### src/rtl/wb_stage_if.sv
// wb_stage_if: MEM->WB handshake and data bundle for wb_stage_reg.
//   slave  modport: the pipeline register's view. It consumes the in_* side and drives the out_* side.
//   master modport: the environment's view, covering both the MEM stage and the regfile/RVFI sink.
// Signals:
//   flush                             kill all held entries
//   in_valid / in_ready               upstream handshake
//   in_rd, in_load_regfile            destination register and its write flag
//   in_is_load, in_funct3             load qualifier and load width/sign
//   in_addr, in_mdr, in_wdata, in_pc  address, raw read word, non-load result, PC
//   out_valid / out_ready             downstream handshake (the commit point)
//   out_we, out_rd, out_wdata         regfile write port
//   out_pc, out_rmask, out_rdata      RVFI fields
//   commit                            out_valid & out_ready
interface wb_stage_if #(
  parameter int XLEN = 32,
  parameter int PC_W = 32
);
  logic            flush;
  logic            in_valid;
  logic            in_ready;
  logic [4:0]      in_rd;
  logic            in_load_regfile;
  logic            in_is_load;
  logic [2:0]      in_funct3;
  logic [XLEN-1:0] in_addr;
  logic [31:0]     in_mdr;
  logic [XLEN-1:0] in_wdata;
  logic [PC_W-1:0] in_pc;
  logic            out_valid;
  logic            out_ready;
  logic            out_we;
  logic [4:0]      out_rd;
  logic [XLEN-1:0] out_wdata;
  logic [PC_W-1:0] out_pc;
  logic [3:0]      out_rmask;
  logic [31:0]     out_rdata;
  logic            commit;

  modport slave (
    input  flush, in_valid, in_rd, in_load_regfile, in_is_load, in_funct3,
           in_addr, in_mdr, in_wdata, in_pc, out_ready,
    output in_ready, out_valid, out_we, out_rd, out_wdata, out_pc,
           out_rmask, out_rdata, commit
  );

  modport master (
    output flush, in_valid, in_rd, in_load_regfile, in_is_load, in_funct3,
           in_addr, in_mdr, in_wdata, in_pc, out_ready,
    input  in_ready, out_valid, out_we, out_rd, out_wdata, out_pc,
           out_rmask, out_rdata, commit
  );
endinterface

### src/rtl/wb_stage_reg.sv
// wb_stage_reg: MEM->WB pipeline register with a valid/ready handshake, an
// optional 2-entry skid buffer, flush, load alignment/extension and RVFI rmask.
// Ports:
//   clk  clock
//   rst  synchronous active-high reset
//   bus  wb_stage_if.slave (see the interface file for the signal list)
// Parameters: XLEN (32/64), SKID (0 = single register, 1 = skid buffer), PC_W.
//
// state   | meaning
// --------+--------------------------------------------------
// S_EMPTY | nothing held, out_valid = 0
// S_ONE   | main entry presented
// S_FULL  | main presented and skid entry waiting (SKID=1 only)
module wb_stage_reg #(
  parameter int XLEN = 32,
  parameter int SKID = 1,
  parameter int PC_W = 32
) (
  input logic       clk,
  input logic       rst,
  wb_stage_if.slave bus
);

  typedef enum logic [1:0] {S_EMPTY = 2'd0, S_ONE = 2'd1, S_FULL = 2'd2} state_t;

  typedef struct packed {
    logic            we;
    logic [4:0]      rd;
    logic [XLEN-1:0] wdata;
    logic [PC_W-1:0] pc;
    logic [3:0]      rmask;
    logic [31:0]     rdata;
  } entry_t;

  state_t state_q, state_d;
  entry_t main_q, skid_q, in_entry;
  logic   accept;
  logic   load_main_in, load_main_skid, load_skid;
  logic [7:0]  ld_byte;
  logic [15:0] ld_half;
  logic        unused_addr_hi;

  // Only the low two address bits steer load alignment.
  assign unused_addr_hi = ^bus.in_addr[XLEN-1:2];

  assign accept = bus.in_valid & bus.in_ready & ~bus.flush;

  // Build the entry as it will be stored.
  always_comb begin
    case (bus.in_addr[1:0])
      2'd0:    ld_byte = bus.in_mdr[7:0];
      2'd1:    ld_byte = bus.in_mdr[15:8];
      2'd2:    ld_byte = bus.in_mdr[23:16];
      default: ld_byte = bus.in_mdr[31:24];
    endcase
    ld_half = bus.in_addr[1] ? bus.in_mdr[31:16] : bus.in_mdr[15:0];

    in_entry       = '0;
    // The rd != 0 test is folded in here so that out_we needs only registered terms.
    in_entry.we    = bus.in_load_regfile & (bus.in_rd != 5'd0);
    in_entry.rd    = bus.in_rd;
    in_entry.pc    = bus.in_pc;
    in_entry.wdata = bus.in_wdata;
    if (bus.in_is_load) begin
      in_entry.rdata = bus.in_mdr;
      case (bus.in_funct3)
        3'b000: begin
          in_entry.wdata = XLEN'($signed(ld_byte));
          in_entry.rmask = 4'b0001 << bus.in_addr[1:0];
        end
        3'b100: begin
          in_entry.wdata = XLEN'(ld_byte);
          in_entry.rmask = 4'b0001 << bus.in_addr[1:0];
        end
        3'b001: begin
          in_entry.wdata = XLEN'($signed(ld_half));
          in_entry.rmask = bus.in_addr[1] ? 4'b1100 : 4'b0011;
        end
        3'b101: begin
          in_entry.wdata = XLEN'(ld_half);
          in_entry.rmask = bus.in_addr[1] ? 4'b1100 : 4'b0011;
        end
        default: begin
          in_entry.wdata = XLEN'($signed(bus.in_mdr));
          in_entry.rmask = 4'b1111;
        end
      endcase
    end
  end

  always_ff @(posedge clk) begin
    if (rst) state_q <= S_EMPTY;
    else     state_q <= state_d;
  end

  // With SKID=0 an accept in S_ONE implies out_ready, so S_FULL is unreachable.
  always_comb begin
    state_d = state_q;
    case (state_q)
      S_EMPTY: if (accept) state_d = S_ONE;
      S_ONE: begin
        if (accept && !bus.out_ready)      state_d = S_FULL;
        else if (!accept && bus.out_ready) state_d = S_EMPTY;
      end
      S_FULL:  if (bus.out_ready) state_d = S_ONE;
      default: state_d = S_EMPTY;
    endcase
    if (bus.flush) state_d = S_EMPTY;
  end

  always_comb begin
    if (SKID != 0) bus.in_ready = (state_q != S_FULL);
    else           bus.in_ready = (state_q == S_EMPTY) | bus.out_ready;
    bus.out_valid  = (state_q != S_EMPTY);
    bus.out_we     = bus.out_valid & main_q.we;
    bus.commit     = bus.out_valid & bus.out_ready;
    load_main_in   = accept & ((state_q == S_EMPTY) | ((state_q == S_ONE) & bus.out_ready));
    load_skid      = accept & (state_q == S_ONE) & ~bus.out_ready;
    load_main_skid = (state_q == S_FULL) & bus.out_ready;
  end

  always_ff @(posedge clk) begin
    if (rst) begin
      main_q <= '0;
      skid_q <= '0;
    end else begin
      if (load_main_in)        main_q <= in_entry;
      else if (load_main_skid) main_q <= skid_q;
      if (load_skid)           skid_q <= in_entry;
    end
  end

  assign bus.out_rd    = main_q.rd;
  assign bus.out_wdata = main_q.wdata;
  assign bus.out_pc    = main_q.pc;
  assign bus.out_rmask = main_q.rmask;
  assign bus.out_rdata = main_q.rdata;

endmodule

### src/flat_wrapper.sv
// flat-port wrapper written by rule: the top's interface ports become plain ports
module wb_stage_reg_flat 
#(
  parameter int XLEN = 32,
  parameter int SKID = 1,
  parameter int PC_W = 32
)
  (clk, rst, bus_flush, bus_in_valid, bus_in_rd, bus_in_load_regfile, bus_in_is_load, bus_in_funct3, bus_in_addr, bus_in_mdr, bus_in_wdata, bus_in_pc, bus_out_ready, bus_in_ready, bus_out_valid, bus_out_we, bus_out_rd, bus_out_wdata, bus_out_pc, bus_out_rmask, bus_out_rdata, bus_commit);
  wb_stage_if #(.XLEN(XLEN), .PC_W(PC_W)) bus_i ();
  input logic clk;
  input logic rst;
  input wire logic [$bits(bus_i.flush)-1:0] bus_flush;
  input wire logic [$bits(bus_i.in_valid)-1:0] bus_in_valid;
  input wire logic [$bits(bus_i.in_rd)-1:0] bus_in_rd;
  input wire logic [$bits(bus_i.in_load_regfile)-1:0] bus_in_load_regfile;
  input wire logic [$bits(bus_i.in_is_load)-1:0] bus_in_is_load;
  input wire logic [$bits(bus_i.in_funct3)-1:0] bus_in_funct3;
  input wire logic [$bits(bus_i.in_addr)-1:0] bus_in_addr;
  input wire logic [$bits(bus_i.in_mdr)-1:0] bus_in_mdr;
  input wire logic [$bits(bus_i.in_wdata)-1:0] bus_in_wdata;
  input wire logic [$bits(bus_i.in_pc)-1:0] bus_in_pc;
  input wire logic [$bits(bus_i.out_ready)-1:0] bus_out_ready;
  output wire logic [$bits(bus_i.in_ready)-1:0] bus_in_ready;
  output wire logic [$bits(bus_i.out_valid)-1:0] bus_out_valid;
  output wire logic [$bits(bus_i.out_we)-1:0] bus_out_we;
  output wire logic [$bits(bus_i.out_rd)-1:0] bus_out_rd;
  output wire logic [$bits(bus_i.out_wdata)-1:0] bus_out_wdata;
  output wire logic [$bits(bus_i.out_pc)-1:0] bus_out_pc;
  output wire logic [$bits(bus_i.out_rmask)-1:0] bus_out_rmask;
  output wire logic [$bits(bus_i.out_rdata)-1:0] bus_out_rdata;
  output wire logic [$bits(bus_i.commit)-1:0] bus_commit;
  assign bus_i.flush = bus_flush;
  assign bus_i.in_valid = bus_in_valid;
  assign bus_i.in_rd = bus_in_rd;
  assign bus_i.in_load_regfile = bus_in_load_regfile;
  assign bus_i.in_is_load = bus_in_is_load;
  assign bus_i.in_funct3 = bus_in_funct3;
  assign bus_i.in_addr = bus_in_addr;
  assign bus_i.in_mdr = bus_in_mdr;
  assign bus_i.in_wdata = bus_in_wdata;
  assign bus_i.in_pc = bus_in_pc;
  assign bus_i.out_ready = bus_out_ready;
  assign bus_in_ready = bus_i.in_ready;
  assign bus_out_valid = bus_i.out_valid;
  assign bus_out_we = bus_i.out_we;
  assign bus_out_rd = bus_i.out_rd;
  assign bus_out_wdata = bus_i.out_wdata;
  assign bus_out_pc = bus_i.out_pc;
  assign bus_out_rmask = bus_i.out_rmask;
  assign bus_out_rdata = bus_i.out_rdata;
  assign bus_commit = bus_i.commit;
  wb_stage_reg #(.XLEN(XLEN), .SKID(SKID), .PC_W(PC_W)) u_core (.clk(clk), .rst(rst), .bus(bus_i));
endmodule
### config.mk
export PLATFORM = sky130hd
export DESIGN_NAME = wb_stage_reg_flat
export DESIGN_NICKNAME = d
export VERILOG_FILES = /design/src/rtl/wb_stage_if.sv /design/src/rtl/wb_stage_reg.sv /design/src/flat_wrapper.sv
export SDC_FILE = /design/constraint.sdc
export NUM_CORES = 1
export LEC_CHECK = 0
export CAP_MARGIN = 20
export CORE_ASPECT_RATIO = 1.5
export CORE_MARGIN = 10
export CORE_UTILIZATION = 32
export DETAILED_ROUTE_END_ITERATION = 10
export HOLD_SLACK_MARGIN = 0.1
export MAX_ROUTING_LAYER = met4
export PLACE_DENSITY_LB_ADDON = 0.05
export SLEW_MARGIN = 20
export SYNTH_ARGS = -nofsm -noshare
export SYNTH_HDL_FRONTEND = slang
export SYNTH_SLANG_ARGS = --single-unit
### constraint.sdc
create_clock -name clk -period 1.8 [get_ports clk]
set_clock_uncertainty 0.1 [all_clocks]
set_input_delay 0.36 -clock clk [delete_from_list [all_inputs] [get_ports clk]]
set_output_delay 0.36 -clock clk [all_outputs]
set_load 0.02 [all_outputs]
==> flow_metrics.env, run 1 <==
export IMPL_fin_ws_ns=-0.113
export IMPL_grt_pass1_wl_mm=60.3
export IMPL_port_buffers=221
export IMPL_fin_tns_setup_ns=-2.60
export IMPL_syn_inst=1259
export IMPL_hold_class="input port to flop"
export IMPL_pwr_share_seq=0.402
export IMPL_cts_sinks=214
export IMPL_htree_levels=1
export IMPL_yosysTopAreaCell="dfxtp_1"
export IMPL_grt_overflow_total=0
export IMPL_grt_usage=0.193
export IMPL_numCtsBuffers=24
export IMPL_routed_via_density=5.27
export IMPL_synthArstFlopShare=0
export IMPL_yosys_top_cells_area="dfxtp_1 42%, nand2_1 10%, buf_4 8.4%, a21oi_1 6.1%, a311oi_1 4.7%"
export IMPL_drt_iter0_markers=578
export IMPL_final_max_slew_viol_count=0
export IMPL_clkPwrFrac=0.422
export IMPL_irDropWorstVdd_v=0.000634
export IMPL_cp_start_kind="flop"
export IMPL_nets=1663
export IMPL_status="complete, but fails checks"
export IMPL_end_kind="flop"
export IMPL_yosys_warnings=0
export IMPL_tritoncts="done"
export IMPL_leakage_nw=6.13
export IMPL_crit_fanout=7
export IMPL_area_delta_synth_final_pct=58.9
export IMPL_dp_cells=1839
export IMPL_synth_cell_type_count=59
export IMPL_hold_viol_final=0
export IMPL_dp_slack_ns=-0.820
export IMPL_ioPinCount=252
export IMPL_max_slew_margin=0.627
export IMPL_cts_buffer_depth=3
export IMPL_tightest_slew_ns=0.560
export IMPL_grt_max_degree=65
export IMPL_yosys_top_cells_count="274 x nand2_1, 214 x dfxtp_1, 125 x a21oi_1"
export IMPL_rsz0062_at_grt="true"
export IMPL_dieHeight_um=240
export IMPL_max_cap_violations=0
export IMPL_switching_power_mw=3.35
export IMPL_drive_above_1_share=0.331
export IMPL_switching_share=0.271
export IMPL_p_comb_frac=0.176
export IMPL_drt_first_pass_iters=5
export IMPL_crit_type="flop to flop"
export IMPL_instances_no_fill=1947
export IMPL_wirelength_mm=43.2
export IMPL_synth_seq_area_share=0.415
export IMPL_die_x_um=167
export IMPL_wl_per_cell_um=22.2
export IMPL_crit_required_ns=2.15
export IMPL_clk_latency_ns=0.54
export IMPL_synth_edf_count=0
export IMPL_syn_num_nets=1402
export IMPL_violations="negative setup slack"
export IMPL_core_area_um2=31800
export IMPL_synth_main_ff_cell="dfxtp_1"
export IMPL_place_congestion=0.918
export IMPL_vias=10300
export IMPL_syn_area_um2=10300
export IMPL_fin_crit_sh=1.06
export IMPL_ys_ff_latch=214
export IMPL_worstPathArrival_ns=2.26
export IMPL_fillerInstances=3049
export IMPL_max_freq_mhz=523
export IMPL_antenna_found_initial=0
export IMPL_power_density_nw_per_um2=754
export IMPL_hpwl_mm=26.7
export IMPL_initial_core_util=0.324
export IMPL_finalSetupViolCount=73
export IMPL_synth_top_area_frac=0.415
export IMPL_internal_power_mw=9.02
export IMPL_grt_pass1_vias=10000
export IMPL_detail_route_antenna_nets=0
export IMPL_ctsRootBufferMaster="clkbuf_16"
export IMPL_rows=80
export IMPL_layout_min_cycle_time_ns=1.91
export IMPL_drc=0
export IMPL_dieArea_um2=40000
export IMPL_synth_most_common_cell="nand2_1"
export IMPL_path_clk_slew_ns=0.06
export IMPL_syn_avg_cell_area_um2=8.19
-- path summary, 6_finish.rpt --
path	slack (ns)	to	cells after the start	startpoint
setup / recovery	-0.11	u_core.bus.out_wdata[5]$_SDFFE_PP0P_	9	u_core.state_q[1]$_SDFFE_PP0P_
hold reg to reg	0.35	u_core.skid_q[60]$_SDFFE_PP0P_	2	u_core.skid_q[60]$_SDFFE_PP0P_
setup reg to reg	-0.11	u_core.bus.out_wdata[5]$_SDFFE_PP0P_	9	u_core.state_q[1]$_SDFFE_PP0P_
hold / removal	0.13	u_core.state_q[1]$_SDFFE_PP0P_	3	bus_out_ready
-- cell families after synthesis --
kind of cell    count (synthesis)  synth area share
compound gates                359             0.253
buf+inv                       231             0.137
flops                         214             0.415
mux                             7           0.00679
simple gates                  448             0.188
-- layer usage --
metal	vias up	track usage	part of all wire
li1	4917	-	-
met1	4954	0.224	0.40
met2	309	0.337	0.51
met3	86	0.0293	0.046
met4	0	0.0581	0.038
met5	-	-	0
-- power by group through the flow --
stage / registers (mW) / clock network, mW / logic (mW)
2_1_floorplan: 5.05 / 0 / 0.942
3_3_place_gp: 5.08 / 0 / 1.84
3_5_place_dp: 5.08 / 0 / 1.84
4_1_cts: 4.97 / 5.32 / 1.92
5_1_grt: 4.99 / 5.48 / 2.31
6_report: 4.97 / 5.22 / 2.18
-- area by class of cell --
type | count | area [um^2] | area share
clock inverters | 6 | 80.1 | 0.00488
clock buffers | 36 | 737 | 0.0449
flip-flops and latches | 214 | 4290 | 0.261
multi-input cells | 817 | 5810 | 0.354
diodes | 1 | 2.50 | 0.000153
repair buffers | 450 | 4920 | 0.300
inverters | 13 | 48.8 | 0.00298
well taps | 410 | 513 | 0.0313
-- stage by stage --
step / total power [mW] / util / instance area [um^2] / hold WS (ns)
after floorplan: 5.99 / - / 10300 / 0.332
after global placement: 6.92 / 0.419 / 13300 / 0.338
after detailed placement: 6.91 / 0.419 / 13300 / 0.343
after CTS: 12.2 / 0.466 / 14800 / 0.104
after global routing: 12.8 / 0.515 / 16400 / 0.156
final: 12.4 / 0.515 / 16400 / 0.127
-- state kept, by name (all words and copies together), names as in the netlist --
name	count
u_core.skid_q	106
u_core.bus.out_rdata	32
u_core.bus.out_rmask	4
u_core.bus.out_wdata	32
u_core.bus.out_pc	32
u_core.main_q	1
u_core.state_q	2
u_core.bus.out_rd	5
-- worst max-delay path, stage by stage, from the launching register on --
cell,delay (ns)
dfxtp_2,0.34
buf_6,0.12
buf_6,0.11
nor3b_4,0.19
buf_6,0.14
buf_12,0.11
nand2_8,0.10
buf_12,0.18
or3_4,0.33
o32ai_2,0.10
-- what timing repair did --
action	in CTS	in global routing
setup endpoints to repair	206	209
gates resized for setup	196	235
gates cloned	13	21
pin swaps	48	102
buffers inserted	16	20
hold endpoints to repair	1	0
hold buffers	1	0
-- placed cells by master, fill, tap and decap left out, types with 10 or more instances in the layout --
master           Yosys  routed
nand2_1            274     266
dfxtp_1            214     212
buf_4              115     131
clkdlybuf4s50_1      0     104
dlygate4sd2_1        0     104
a21oi_1            125      89
nor2_1              77      50
clkbuf_16            0      42
buf_12               0      40
a311oi_1            55      34
a21oi_2              1      34
buf_6               10      33
a22oi_1             48      29
a311oi_2             4      25
nor2_2               0      22
nand3_2              0      20
a22oi_2              0      19
a31o_2              19      18
o211ai_1            17      17
inv_1               13      13
nand3b_1            13      13
a211oi_2             3      10
a41oi_2              0      10
No activity file was read; power rests on OpenSTA's default activity.
==> inputs of run 2 (changes only) <==
- CTS_CLUSTER_SIZE: not set -> 10
- DONT_BUFFER_PORTS: not set -> 1
==> run 2 against run 1 <==
Against the previous run: the run ends with negative hold slack, negative setup slack left; utilization is 10 points lower; highest routed layer unchanged; first-iteration DRC count is 7.3% higher; routed wire length is 6.4% lower; via count is 12% lower; largest power group is now registers; global-route usage is 1.3 points lower; power is 10% lower; cell area is 20% lower; count of clock-buffer cells in the layout is 1 higher; largest cell class unchanged.
==> flow_metrics.env, run 2 (synthesis results as in run 1) <==
export IMPL_status="complete, but fails checks"
export IMPL_violations="negative hold slack, negative setup slack"
export IMPL_initial_core_util=0.324
export IMPL_largest_reg_flops=106
export IMPL_wirelength_mm=40.4
export IMPL_crit_required_ns=2.16
export IMPL_max_slew_margin=0.382
export IMPL_die_x_um=167
export IMPL_final_common_cell="nand2_1"
export IMPL_critPathMostFrequentCell="buf_8"
export IMPL_final_max_slew_viol_count=0
export IMPL_htree_levels=1
export IMPL_drive_above_1_share=0.299
export IMPL_finalSetupViolCount=122
export IMPL_stdcell_area_um2=13100
export IMPL_grt_pass1_vias=8332
export IMPL_routed_via_density=5.49
export IMPL_rsz0062_at_grt="true"
export IMPL_grt_max_degree=230
export IMPL_path_clk_slew_ns=0.06
export IMPL_port_buffers=0
export IMPL_fin_ws_ns=-0.131
export IMPL_max_freq_mhz=518
export IMPL_dieHeight_um=240
export IMPL_crit_fanout=8
export IMPL_drt_first_pass_iters=5
export IMPL_clk_latency_ns=0.55
export IMPL_tritoncts="done"
export IMPL_end_kind="flop"
export IMPL_multi_input_area_um2=5490
export IMPL_worstPathArrival_ns=2.29
export IMPL_numCtsBuffers=26
export IMPL_fin_util=0.411
export IMPL_met1_length_mm=15.3
export IMPL_cts_sinks=214
export IMPL_regArea_um2=4290
export IMPL_fin_crit_sh=1.07
export IMPL_vias=9024
export IMPL_critPathMaxStageDelay_ns=0.40
export IMPL_ioPinCount=252
export IMPL_cp_slowest_cell="or3b_4"
export IMPL_ctsRootBufferMaster="clkbuf_16"
export IMPL_tightest_slew_ns=0.928
export IMPL_grt_pass1_wl_mm=55.5
export IMPL_drt_iter0_markers=620
export IMPL_cp_start_kind="flop"
export IMPL_crit_chain="or3b_4 > buf_8 > buf_8 > nor3_4 > buf_6 > clkbuf_16 > a22oi_2 > a21oi_1"
export IMPL_area_delta_synth_final_pct=26.8
export IMPL_hold_viol_final=130
export IMPL_drc=0
export IMPL_top_register="u_core.skid_q"
export IMPL_dp_slack_ns=-0.0914
export IMPL_dieArea_um2=40000
export IMPL_cts_buffer_depth=3
export IMPL_mostFrequentLayoutCells="237 x nand2_1, 212 x dfxtp_1, 87 x a21oi_1, 71 x nor2_1, 71 x buf_4"
export IMPL_leakage_nw=4.45
export IMPL_hold_class="input port to flop"
export IMPL_wl_met3_mm=3.28
export IMPL_power_mw=11.1
export IMPL_nets=1368
export IMPL_hpwl_mm=24.1
export IMPL_rows=80
export IMPL_grt_overflow_total=0
export IMPL_grt_usage=0.180
export IMPL_max_cap_violations=0
export IMPL_detail_route_antenna_nets=0
export IMPL_wl_per_cell_um=24.6
export IMPL_place_congestion=0.870
export IMPL_core_area_um2=31800
export IMPL_fin_hold_ws_ns=-0.160
export IMPL_antenna_found_initial=1
export IMPL_layout_min_cycle_time_ns=1.93
export IMPL_irDropWorstVdd_v=0.000607
export IMPL_wl_met2_mm=20.5
export IMPL_fillerInstances=3210
export IMPL_top_layer="met4"
export IMPL_power_density_nw_per_um2=849
export IMPL_crit_type="flop to flop"
export IMPL_placed_cell_area_um2=10400
-- run 2: cell count changes in the layout (fill, tap and decap cells not counted), sizes merged --
cell | before | now
clkinv | 4 | 0
dlygate4sd3 | 1 | 13
clkdlybuf4s15 | 3 | 0
dlygate4sd2 | 104 | 0
buf | 217 | 130
clkbuf | 53 | 49
nand2 | 277 | 275
dlymetal6s2s | 4 | 0
clkdlybuf4s50 | 104 | 0
bufinv | 2 | 0
-- run 2: layer usage --
metal  vias to the layer above  global-route usage
li1                       4308                   -
met1                      4359               0.201
met2                       289               0.299
met3                        68              0.0598
met4                         0              0.0595
met5                         -                   -
-- run 2: worst paths after layout --
path              slack [ns]  depth (start not counted)                                    end                      startpoint
setup / recovery       -0.13                          8  u_core.bus.out_rdata[24]$_SDFFE_PP0P_  u_core.state_q[1]$_SDFFE_PP0P_
hold / removal         -0.16                          2        u_core.skid_q[104]$_SDFFE_PP0P_                    bus_in_rd[4]
setup reg to reg       -0.13                          8  u_core.bus.out_rdata[24]$_SDFFE_PP0P_  u_core.state_q[1]$_SDFFE_PP0P_
hold reg to reg         0.35                          2         u_core.skid_q[43]$_SDFFE_PP0P_  u_core.skid_q[43]$_SDFFE_PP0P_
-- run 2: metrics by stage --
step | TNS (ns) | cells
floorplan | 0 | 1259
global placement | -5.47 | 1541
detailed placement | -5.66 | 1541
CTS | -6.85 | 1610
global route | -15.98 | 1645
finish | -8.83 | 1645
-- run 2: final cells by class --
cell class                      count  area share
Multi-Input combinational cell    815       0.419
Sequential cell                   214       0.328
Antenna cell                        1    0.000191
Timing Repair Buffer              155       0.151
Tap cell                          410      0.0392
Clock buffer                       37      0.0591
Inverter                           13     0.00373
-- run 2: power breakdown --
group          switching (mW)  internal, mW  leakage (nW)
registers               0.251          4.89          1.74
logic                   0.538         0.483          2.33
clock network            2.04          2.91         0.381
total                    2.83          8.29          4.45
-- run 2: repair_timing --
| item | in CTS | in global routing |
|---|---|---|
| resized for setup | 61 | 183 |
| gates cloned | 7 | 15 |
| hold endpoints to repair | 214 | 214 |
| buffers inserted | 21 | 12 |
| pin swaps | 47 | 126 |
| hold buffers | 4 | 9 |
| endpoints found under the setup margin | 140 | 192 |
-- run 2: critical path: cells and delay by family, from the launching register on --
family,cells,cell delay [ns]
AO/OA/AOI/OAI,2,0.22
flip-flops,1,0.35
AND/OR/NAND/NOR,2,0.55
buffers and inverters,4,0.61
